`src/rtl/alu_shift_arb.sv`:
```
// Two-requester round-robin front end for a shared combinational shift unit.
// One operation in flight at a time: accept in IDLE, drive the unit in ISSUE, hold the response in RESP.
module alu_shift_arb #(
    parameter bit MASK_SHAMT = 1'b1
) (
    input  logic        clk,
    input  logic        rst,
    input  logic        req0_valid,
    input  logic        req1_valid,
    output logic        req0_ready,
    output logic        req1_ready,
    input  logic [31:0] req0_a,
    input  logic [31:0] req1_a,
    input  logic [31:0] req0_b,
    input  logic [31:0] req1_b,
    input  logic [3:0]  req0_op,
    input  logic [3:0]  req1_op,
    output logic [31:0] sh_a,
    output logic [31:0] sh_b,
    output logic [3:0]  sh_opcode,
    output logic        sh_en,
    input  logic [31:0] sh_result,
    output logic        rsp_valid,
    input  logic        rsp_ready,
    output logic [31:0] rsp_data,
    output logic        rsp_id,
    output logic        rsp_err
);

    typedef enum logic [1:0] {
        IDLE  = 2'd0,
        ISSUE = 2'd1,
        RESP  = 2'd2
    } state_t;

    function automatic logic is_legal(input logic [3:0] op);
        case (op)
            4'b0101, 4'b0110, 4'b0111, 4'b1000: is_legal = 1'b1;
            default:                            is_legal = 1'b0;
        endcase
    endfunction

    function automatic logic [31:0] fwd_shamt(input logic [31:0] b);
        if (MASK_SHAMT) begin
            fwd_shamt = {27'd0, b[4:0]};
        end else begin
            fwd_shamt = b;
        end
    endfunction

    state_t      state_r;
    logic        ptr_r;
    logic [3:0]  op_r;
    logic        id_r;
    logic [31:0] sh_a_r;
    logic [31:0] sh_b_r;
    logic [3:0]  sh_op_r;
    logic        sh_en_r;
    logic        rsp_valid_r;
    logic [31:0] rsp_data_r;
    logic        rsp_id_r;
    logic        rsp_err_r;

    logic        gnt_id_s;
    logic        accept_s;
    logic [31:0] gnt_a_s;
    logic [31:0] gnt_b_s;
    logic [3:0]  gnt_op_s;

    // Grant selection: lone requester wins, contention resolved by the pointer.
    always_comb begin
        gnt_id_s = 1'b0;
        if (req0_valid && req1_valid) begin
            gnt_id_s = ptr_r;
        end else begin
            gnt_id_s = req1_valid;
        end
        accept_s = (state_r == IDLE) && !rst && (req0_valid || req1_valid);
        gnt_a_s  = gnt_id_s ? req1_a  : req0_a;
        gnt_b_s  = gnt_id_s ? req1_b  : req0_b;
        gnt_op_s = gnt_id_s ? req1_op : req0_op;
    end

    assign req0_ready = accept_s && !gnt_id_s;
    assign req1_ready = accept_s &&  gnt_id_s;
    assign sh_a       = sh_a_r;
    assign sh_b       = sh_b_r;
    assign sh_opcode  = sh_op_r;
    assign sh_en      = sh_en_r;
    // Gated so a reset arriving mid-response withdraws valid immediately.
    assign rsp_valid  = rsp_valid_r && !rst;
    assign rsp_data   = rsp_data_r;
    assign rsp_id     = rsp_id_r;
    assign rsp_err    = rsp_err_r;

    // Control FSM with latched operation and registered shift-unit/response outputs.
    always_ff @(posedge clk) begin
        if (rst) begin
            state_r     <= IDLE;
            ptr_r       <= 1'b0;
            op_r        <= 4'd0;
            id_r        <= 1'b0;
            sh_a_r      <= 32'd0;
            sh_b_r      <= 32'd0;
            sh_op_r     <= 4'd0;
            sh_en_r     <= 1'b0;
            rsp_valid_r <= 1'b0;
            rsp_data_r  <= 32'd0;
            rsp_id_r    <= 1'b0;
            rsp_err_r   <= 1'b0;
        end else begin
            case (state_r)
                IDLE: begin
                    if (accept_s) begin
                        op_r    <= gnt_op_s;
                        id_r    <= gnt_id_s;
                        ptr_r   <= !gnt_id_s;
                        state_r <= ISSUE;
                        // Illegal opcodes never reach the shift unit.
                        if (is_legal(gnt_op_s)) begin
                            sh_en_r <= 1'b1;
                            sh_a_r  <= gnt_a_s;
                            sh_b_r  <= fwd_shamt(gnt_b_s);
                            sh_op_r <= gnt_op_s;
                        end else begin
                            sh_en_r <= 1'b0;
                            sh_a_r  <= 32'd0;
                            sh_b_r  <= 32'd0;
                            sh_op_r <= 4'd0;
                        end
                    end else begin
                        state_r <= IDLE;
                    end
                end
                ISSUE: begin
                    rsp_data_r  <= is_legal(op_r) ? sh_result : 32'd0;
                    rsp_err_r   <= !is_legal(op_r);
                    rsp_id_r    <= id_r;
                    rsp_valid_r <= 1'b1;
                    sh_en_r     <= 1'b0;
                    sh_a_r      <= 32'd0;
                    sh_b_r      <= 32'd0;
                    sh_op_r     <= 4'd0;
                    state_r     <= RESP;
                end
                RESP: begin
                    if (rsp_ready) begin
                        rsp_valid_r <= 1'b0;
                        state_r     <= IDLE;
                    end else begin
                        state_r     <= RESP;
                    end
                end
                default: begin
                    state_r     <= IDLE;
                    rsp_valid_r <= 1'b0;
                    sh_en_r     <= 1'b0;
                end
            endcase
        end
    end

endmodule

```
`config.mk`:
```
export PLATFORM = sky130hd
export DESIGN_NAME = alu_shift_arb
export DESIGN_NICKNAME = d
export VERILOG_FILES = /design/src/rtl/alu_shift_arb.sv
export SDC_FILE = /design/constraint.sdc
export NUM_CORES = 1
export LEC_CHECK = 0
export CAP_MARGIN = 20
export CELL_PAD_IN_SITES_DETAIL_PLACEMENT = 0
export CELL_PAD_IN_SITES_GLOBAL_PLACEMENT = 1
export CORE_MARGIN = 2
export CORE_UTILIZATION = 25
export CTS_CLUSTER_SIZE = 12
export DETAILED_ROUTE_END_ITERATION = 7
export GPL_TIMING_DRIVEN = 0
export PLACE_DENSITY = 0.91
export SETUP_SLACK_MARGIN = 0.4
export SLEW_MARGIN = 20
export SYNTH_ARGS = -nofsm -noshare
export SYNTH_HDL_FRONTEND = slang
export SYNTH_SLANG_ARGS = --single-unit
```
`constraint.sdc`:
```
create_clock -name clk -period 5.2 [get_ports clk]
set_input_delay 1.56 -clock clk [delete_from_list [all_inputs] [get_ports clk]]
set_output_delay 1.56 -clock clk [all_outputs]
set_load 0.005 [all_outputs]
```
==> key figures <==
Critical path
  – Crit path kind: primary input to output port
  – R2r worst-path depth: 6
  – CP Data Required Time: 3.64 ns
  – Worst-path fanout max: 10
  – Startpoint Class: primary input
  – Critical path endpoint category: output port
  – Arrival @ worst endpoint: 2.82 ns

Die
  – Starting Density: 25.66%
  – Die ar.: 0.01591 mm^2
  – Die height: 126.1 um
  – Core Box Area: 0.01453 mm^2
  – # IOs: 279
  – Chip Width: 126.1 um
  – FP Rows: 44

Final layout
  – Multi-input gate area: 0.001688 mm^2
  – Nets@finish: 790
  – Reg area: 0.001702 mm^2
  – Post-route insts no fill: 804
  – Diode count: 0
  – FILL cells: 1418
  – Layout area overhead: 69.31%
  – Most frequent cells in the layout: clkdlybuf4s50_1 (194), dfxtp_1 (85), a22o_1 (74)
  – Share of layout cells above drive strength 1: 12.10%
  – Most common cell after layout, fill and taps aside: clkdlybuf4s50_1

Power and ir drop
  – PwrDens: 264.6 mW/mm^2
  – Max VDD drop: 0.1231 mV
  – Static leakage: 0.002459 uW

GRT
  – Overflow after GRT: 0
  – Initial antenna violation count: 0
  – First-pass GRT wire length: 18510 um
  – Largest net degree at the start of global routing: 13
  – Number of global-route vias before repair: 3737
  – GRT Total Usage: 14.57%

Clock network
  – Clock sinks: 85
  – Clock edge transition at the registers on the reported setup and hold paths: 0.06 ns
  – Max H-tree Level: 3
  – Clock insertion delay at the later pin of the skew report: 0.34 ns
  – Maximum clock insertion buffer count: 2
  – CTS tree: built
  – Num CTS Buffers: 9
  – Root buffer cell: clkbuf_16

Synth
  – Async SR Flop Fraction: 0%
  – Register area share after synthesis: 45.62%
  – Synth Area per Inst: 9.713 um^2
  – Syn Inst Count: 384
  – Primary FF master, synth: dfxtp_1
  – Ys Warns: 0
  – #FFs+latches synth: 85
  – Post-synthesis cell area: 0.003730 mm^2
  – Yosys cell types: 48
  – Number of flops mapped to enable cells by yosys: 0

Placed design
  – IO buf count: 195
  – Inst Count DP: 789
  – Final RePlAce weighted congestion: 0.7827
  – Post-DP HPWL: 9266 um

STA
  – Final Hold Violating Endpoints: 0
  – Max-slew headroom: 43.64%
  – Clk_skew: 0.004886 ns
  – RSZ-0062 raised after global routing: no
  – Slew Limit Fails: 0
  – Max Freq: 228.5 MHz
  – Aggregate negative setup slack: 0 ns
  – Tcrit/Tclk final: 84.17%
  – Worst-Margin Slew: 0.8408 ns
  – Setup violators final: 0
  – Minimum clock period: 4.377 ns

Detailed routing
  – WL final: 11640 um
  – Routed via count: 3651
  – Final ANT Viol Nets: 0
  – Avg WL per Cell: 14.47 um
  – Initial DRC count: 88
  – DRT Pass-1 Iters: 4
  – DRC viols: 0
  – DR vias/cell: 4.541

Job
  – Maxcap violations: 0

Hold path
  – Hold Path Stages: 2
  – Type of the worst min-delay path: register to register

Status
  – Status: finished clean
-- worst paths after layout --
check | from | end | slack [ns]
setup / recovery | rst | req0_ready | 0.82
hold / removal | rsp_data[3] | rsp_data[3] | 0.45
setup reg to reg | state_r[1] | sh_a[26] | 3.00
hold reg to reg | rsp_data[3] | rsp_data[3] | 0.45
-- critical path: stages --
cell	delay [ns]
clkbuf_2	0.20
a2111oi_4	0.34
buf_6	0.19
clkdlybuf4s50_1	0.52
-- power breakdown --
part	switching, uW	internal, uW	total, uW
combinational	147	203	350
clock	242	379	621
sequential	18.6	681	700
-- state kept, by name (all words and copies together), names as in the netlist --
signal,cells
rsp_valid_r,1
rsp_id,1
sh_opcode,4
op_r,4
state_r,2
ptr_r,1
id_r,1
rsp_err,1
rsp_data,32
sh_b,5
sh_en,1
sh_a,32
-- kinds of logic (layout without fill, tap and decap cells) --
kind of cell / after synthesis / in the layout / share of synthesized area [%]
AOI/OAI and AO/OA: 130 / 130 / 27.21
and+or+nand+nor: 101 / 101 / 13.89
DFF: 85 / 85 / 45.62
buffers and inverters: 63 / 273 / 12.11
muxes: 4 / 4 / 1.074
other: 1 / 27 / 0.1005
-- layout make-up --
class | instances | share of cell area (%)
clock buffer | 12 | 3.903
buffer | 60 | 6.935
inverter | 3 | 0.2180
sequential | 85 | 26.95
multi-input combinational | 262 | 26.73
tap | 184 | 3.646
timing repair buffer | 196 | 31.07
clock inverter | 2 | 0.5548
-- synth_stat cells (all sizes together), types with 3 or more instances --
library cell	number	share of area [%]
a21oi	34	4.6
a22o	75	18
buf	45	9.8
clkbuf	13	1.3
dfxtp	85	46
inv	3	0.37
mux2i	4	1.1
nand2	39	3.9
nand2b	3	0.70
nand3	32	4.3
nor2	7	0.70
nor2b	4	0.67
nor3	6	1.4
o21ai	6	0.80
o2bb2ai	3	0.70
-- stage by stage --
stage	setup WS (ns)	total power [uW]	area, um^2	utilization [%]	hold slack (ns)
3_5_place_dp	0.2500	1062	6010	41.35	0.4432
2_1_floorplan	1.413	877.5	3827	-	0.4264
4_1_cts	0.4172	1695	6304	43.37	0.4516
5_1_grt	0.7363	1753	6315	43.45	0.4687
6_report	0.8231	1671	6315	43.45	0.4491
3_3_place_gp	0.2403	1055	6010	41.35	0.4380
-- timing repair --
action,4_1_cts,5_1_grt
setup endpoints to repair,2,2
endpoints found under the hold margin,0,0
pin swaps,2,0
setup buffers,1,0
gates resized for setup,1,3
hold buffers,0,0
-- metal layers --
| metal | track usage (%) | routed length [um] |
|---|---|---|
| met2 | 25.59 | 5660 |
| met5 | 0 | 0 |
| met1 | 15.88 | 4637 |
| met3 | 5.565 | 1149 |
| met4 | 5.559 | 187 |
Note: power is estimated with default switching activity, not from simulation.
